[src/rtl/mem_arbiter.sv]
// Round-robin arbiter sharing one byte-addressed RAM between instruction-fetch and load/store ports.
// Latency: grant edge -> ACCESS -> RESP; 3 cycles minimum, plus one per RAM wait cycle (timeout bounded).
// Backpressure: each requester is held by its waitrequest until a single RESP cycle; RAM stalls via mem_waitrequest.
module mem_arbiter #(
    parameter int ADDR_W         = 32,
    parameter int TIMEOUT_CYCLES = 16
) (
    input  logic              clk,
    input  logic              rst_n,
    input  logic              i_read,
    input  logic [ADDR_W-1:0] i_addr,
    output logic [31:0]       i_readdata,
    output logic              i_waitrequest,
    output logic              i_err,
    input  logic              d_read,
    input  logic              d_write,
    input  logic [ADDR_W-1:0] d_addr,
    input  logic [3:0]        d_byteenable,
    input  logic [31:0]       d_writedata,
    output logic [31:0]       d_readdata,
    output logic              d_waitrequest,
    output logic              d_err,
    output logic [ADDR_W-1:0] mem_address,
    output logic              mem_read,
    output logic              mem_write,
    output logic [3:0]        mem_byteenable,
    output logic [31:0]       mem_writedata,
    input  logic [31:0]       mem_readdata,
    input  logic              mem_waitrequest
);

    localparam int CNT_W = (TIMEOUT_CYCLES < 2) ? 1 : $clog2(TIMEOUT_CYCLES + 1);
    localparam logic [CNT_W-1:0] CNT_LAST = CNT_W'((TIMEOUT_CYCLES > 0) ? TIMEOUT_CYCLES - 1 : 0);
    localparam logic [CNT_W-1:0] CNT_MAX  = CNT_W'(TIMEOUT_CYCLES);

    typedef enum logic [1:0] {IDLE, ACCESS, RESP} state_t;

    state_t            state_q, state_d;
    logic              last_q, last_d;   // 1 = data port won the previous grant
    logic              win_q, win_d;     // 1 = data port owns the current access
    logic [ADDR_W-1:0] addr_q, addr_d;
    logic              wr_q, wr_d;
    logic [3:0]        be_q, be_d;
    logic [31:0]       wdata_q, wdata_d;
    logic [31:0]       i_rdata_q, i_rdata_d, d_rdata_q, d_rdata_d;
    logic              i_err_q, i_err_d, d_err_q, d_err_d;
    logic [CNT_W-1:0]  cnt_q, cnt_d;

    logic              req_i, req_d, grant_d;
    logic              resp_load, resp_err;
    logic [31:0]       resp_data;

    assign req_i   = i_read;
    assign req_d   = d_read | d_write;
    assign grant_d = req_d & (~req_i | ~last_q);

    always_comb begin
        state_d   = state_q;
        last_d    = last_q;
        win_d     = win_q;
        addr_d    = addr_q;
        wr_d      = wr_q;
        be_d      = be_q;
        wdata_d   = wdata_q;
        cnt_d     = cnt_q;
        i_rdata_d = i_rdata_q;
        d_rdata_d = d_rdata_q;
        i_err_d   = i_err_q;
        d_err_d   = d_err_q;
        resp_load = 1'b0;
        resp_err  = 1'b0;
        resp_data = 32'h0;

        case (state_q)
            IDLE: begin
                if (req_i | req_d) begin
                    win_d   = grant_d;
                    last_d  = grant_d;
                    addr_d  = grant_d ? d_addr : i_addr;
                    wr_d    = grant_d & d_write;
                    be_d    = grant_d ? d_byteenable : 4'b1111;
                    wdata_d = grant_d ? d_writedata : wdata_q;
                    if (addr_d[1:0] != 2'b00) begin
                        // Misaligned: answer with an error without touching the RAM
                        state_d   = RESP;
                        resp_load = 1'b1;
                        resp_err  = 1'b1;
                    end else begin
                        state_d = ACCESS;
                    end
                end
            end
            ACCESS: begin
                if (!mem_waitrequest) begin
                    state_d   = RESP;
                    cnt_d     = '0;
                    resp_load = 1'b1;
                    resp_data = wr_q ? 32'h0 : mem_readdata;
                end else if ((TIMEOUT_CYCLES != 0) && (cnt_q == CNT_LAST)) begin
                    state_d   = RESP;
                    cnt_d     = '0;
                    resp_load = 1'b1;
                    resp_err  = 1'b1;
                end else if (cnt_q != CNT_MAX) begin
                    cnt_d = cnt_q + 1'b1;
                end
            end
            RESP: begin
                state_d = IDLE;
            end
            default: begin
                state_d = IDLE;
            end
        endcase

        if (resp_load) begin
            if (win_d) begin
                d_rdata_d = resp_data;
                d_err_d   = resp_err;
            end else begin
                i_rdata_d = resp_data;
                i_err_d   = resp_err;
            end
        end
    end

    always_ff @(posedge clk or negedge rst_n) begin
        if (!rst_n) begin
            state_q   <= IDLE;
            last_q    <= 1'b0;
            win_q     <= 1'b0;
            addr_q    <= '0;
            wr_q      <= 1'b0;
            be_q      <= 4'b0000;
            wdata_q   <= 32'h0;
            cnt_q     <= '0;
            i_rdata_q <= 32'h0;
            d_rdata_q <= 32'h0;
            i_err_q   <= 1'b0;
            d_err_q   <= 1'b0;
        end else begin
            state_q   <= state_d;
            last_q    <= last_d;
            win_q     <= win_d;
            addr_q    <= addr_d;
            wr_q      <= wr_d;
            be_q      <= be_d;
            wdata_q   <= wdata_d;
            cnt_q     <= cnt_d;
            i_rdata_q <= i_rdata_d;
            d_rdata_q <= d_rdata_d;
            i_err_q   <= i_err_d;
            d_err_q   <= d_err_d;
        end
    end

    // Strobes and waitrequests decode registered state only
    assign mem_read       = (state_q == ACCESS) & ~wr_q;
    assign mem_write      = (state_q == ACCESS) &  wr_q;
    assign mem_address    = addr_q;
    assign mem_byteenable = be_q;
    assign mem_writedata  = wdata_q;

    assign i_waitrequest  = ~((state_q == RESP) & ~win_q);
    assign d_waitrequest  = ~((state_q == RESP) &  win_q);
    assign i_readdata     = i_rdata_q;
    assign d_readdata     = d_rdata_q;
    assign i_err          = i_err_q;
    assign d_err          = d_err_q;

endmodule

[config.mk]
export PLATFORM = sky130hd
export DESIGN_NAME = mem_arbiter
export DESIGN_NICKNAME = d
export VERILOG_FILES = /design/src/rtl/mem_arbiter.sv
export SDC_FILE = /design/constraint.sdc
export NUM_CORES = 1
export LEC_CHECK = 0
export CORE_ASPECT_RATIO = 0.6
export CORE_MARGIN = 3
export CORE_UTILIZATION = 40
export CTS_CLUSTER_DIAMETER = 120
export CTS_CLUSTER_SIZE = 28
export DETAILED_ROUTE_END_ITERATION = 10
export GPL_TIMING_DRIVEN = 0
export PLACE_DENSITY = 0.8
export SKIP_CTS_REPAIR_TIMING = 1
export SKIP_LAST_GASP = 1
export SLEW_MARGIN = 10
export SYNTH_ARGS = -nofsm -noshare
export SYNTH_HDL_FRONTEND = slang
export SYNTH_SLANG_ARGS = --single-unit
[constraint.sdc]
create_clock -name clk -period 1.5 [get_ports clk]
set_input_delay 0.225 -clock clk [delete_from_list [all_inputs] [get_ports clk]]
set_output_delay 0.225 -clock clk [all_outputs]
set_load 0.1 [all_outputs]
==> reports/results.ini <==
[detailed_routing]
drc=0
drt_iter0_drc=749
vias=7176
wl_per_cell_um=19.59
vias_per_cell=5.541
postRouteAntennaNets=0
first_pass_iters=5
drt_wl_total_mm=25.37

[grt]
antenna_found_initial=0
gr-total-overflow=0
grt_usage_pct=25.42
grt_pass1_wl_mm=37.92
first_global_vias=6663
grt_start_max_net_pins=87

[clock_tree]
cts_max_level=4
cts.sinks=144
clk_latency_ps=420
cts_tree=done
clk_path_buf_depth=2
clk_pin_slew_worst_paths_ps=60
cts_buffers=17
clockRootBuffer=clkbuf_16

[sta]
fin_crit_sh_pct=114.0
skew_ps=13.82
final.min_clock_period_ps=1710
tightest_slew_ps=578.3
setup_viol=137
maxSlewHeadroom_pct=61.61
rsz0062_at_grt=true
layout_setup_ws_ps=-209.8
finalHoldViolCount=0
finalMaxSlewViolations=0
fmax_ghz=0.5849

[yosys]
synth_area_leaders=dfrtp_1 52%, o211ai_1 10%, nand2_1 7.4%
synthTopCellsByCount=144 x dfrtp_1, 136 x nand2_1, 101 x nand3_1
synth-seq-cells=144
yosysWarnings=0
synth_nets=877
synth_area_sq_mm=0.006940
yosys.cell_count.top_type=dfrtp_1
syn_avg_cell_area_sq_um=9.417
synth-main-ff-cell=dfrtp_1
synth_edf_count=0
synthArstFlopShare_pct=100.0
synth_top_area_share_pct=51.92
synth_cells=737
synth_top_area_cell=dfrtp_1
synth_cell_types=37
ys_seq_area_share_pct=51.92

[floorplan]
core_area_sq_mm=0.01662
die-area_sq_mm=0.01902
initial_core_util_pct=41.76
rows=36
ios=276
die_h_um=108.0
die_w_um=176.1

[run_status]
failed_checks=negative setup slack
status=complete, but fails checks

[place]
dp_hpwl_mm=18.55
place_congestion=0.8875
portBuffers=274
placed_cell_area_sq_mm=0.01011

[finish]
antenna_cells=0
finalNetCount=1194
fillCellCount=1338
ff_latch_area_sq_mm=0.003603
final_area_sq_mm=0.01076
drive_gt1_share_pct=28.21
area_growth_pct=55.07
multi_input_area_sq_mm=0.003107

[setup_path]
worstPathArrival_ps=1990
reg2reg_to=i_readdata[17]
path_max_fanout=10
r2r_cells=7
start_kind=flip-flop
rr_startpoint=cnt_q[1]
crit_path_end_kind=flip-flop
critical_path_class=reg2reg
r2r_slack_ps=-210
cp.required_ps=1780

[run]
cap_violations=0

[min_path]
whs_path_depth=3
holdPathEnd=cnt_q[2]
hold_start=mem_waitrequest
hold_class=in2reg

==> layout by cell type (no fill, tap or decap), drive strengths merged <==
cell type      instances
o211ai                96
nand4                 32
nor2                   8
clkbuf               135
a31oi                  1
a211oi                 1
or2                    2
buf                  122
bufinv                 2
clkinvlp               2
o21ai                 72
o21a                   2
nand2b                 2
dfrtp                144
nor3                   3
inv                   13
a21oi                  3
nand3                101
ha                     2
dlygate4sd3            1
a41oi                  1
o2bb2ai                1
dlymetal6s2s           1
nand4b                 1
o22a                   4
nand3b                 2
nand2                136
clkinv                 3
nor4                   1
mux2                   1
mux2i                 32
clkdlybuf4s50        134
o211a                  1
nor2b                  3
nor4b                  1
a21o                   1
==> routing by layer <==
layer / global-route usage (%) / up-vias / part of all wire [%]
li1: - / 3311 / -
met1: 36.04 / 3470 / 44
met2: 39.09 / 370 / 45
met3: 7.684 / 25 / 10
met4: 4.630 / 0 / 1.0
met5: 0 / - / 0
==> stage by stage <==
step | setup TNS (ps) | worst slack [ps] | hold WS, ps | std cells | utilization [%]
3_3_place_gp | -930240 | -5706 | 448.3 | 1239 | 60.64
3_5_place_dp | -113690 | -766.1 | 174.8 | 1240 | 60.83
4_1_cts | -137820 | -1204 | -269.4 | 1272 | 64.36
6_report | -14410 | -209.8 | 207.9 | 1295 | 64.75
5_1_grt | -24360 | -295.4 | 241.3 | 1295 | 64.75
2_1_floorplan | -6939 | -246.8 | -70.59 | 737 | -
==> cell type report <==
cell class / instances / area share [%]
sequential: 144 / 33.48
tap: 228 / 2.651
clock buffer: 19 / 4.022
clock inverter: 13 / 1.418
buffer: 72 / 5.673
timing repair buffer: 302 / 23.65
multi-input combinational: 510 / 28.87
inverter: 7 / 0.2441
==> worst max-delay path, cell delays in order (launching register included) <==
cell and delay [ps]:
dfrtp_1 410, ha_4 160, nand4b_1 140, a21o_1 260
buf_4 200, buf_4 200, o211ai_1 120, nand3_1 110
==> worst max-delay path by stage <==
stage,depth (start not counted),to,slack [ps],from
after floorplan,3,mem_read,-250,state_q[1]
after global placement,1,mem_writedata[10],-5710,rst_n
after detailed placement,4,mem_read,-770,state_q[1]
after CTS,4,mem_read,-1200,state_q[1]
after global routing,7,i_readdata[12],-300,cnt_q[1]
final,7,i_readdata[17],-210,cnt_q[1]
==> flip-flops by register name, indices dropped and copies added, names as in the netlist <==
name and count:
mem_address 32, d_readdata 32, d_err 1, i_err 1, win_q 1, wr_q 1
cnt_q 5, mem_writedata 32, last_q 1, mem_byteenable 4, state_q 2, i_readdata 32
==> cells by family (layout without fill, tap and decap cells) <==
group	count (synthesis)	after routing	synth area share, %
simple gates	292	292	19.63
compound gates	183	183	17.49
flops	144	144	51.92
buf+inv	83	413	5.823
mux	33	33	4.777
fa+ha+maj	2	2	0.3605
Power is not shown: default switching activity piles up to over one toggle a cycle in this logic, so the estimate is an artifact.
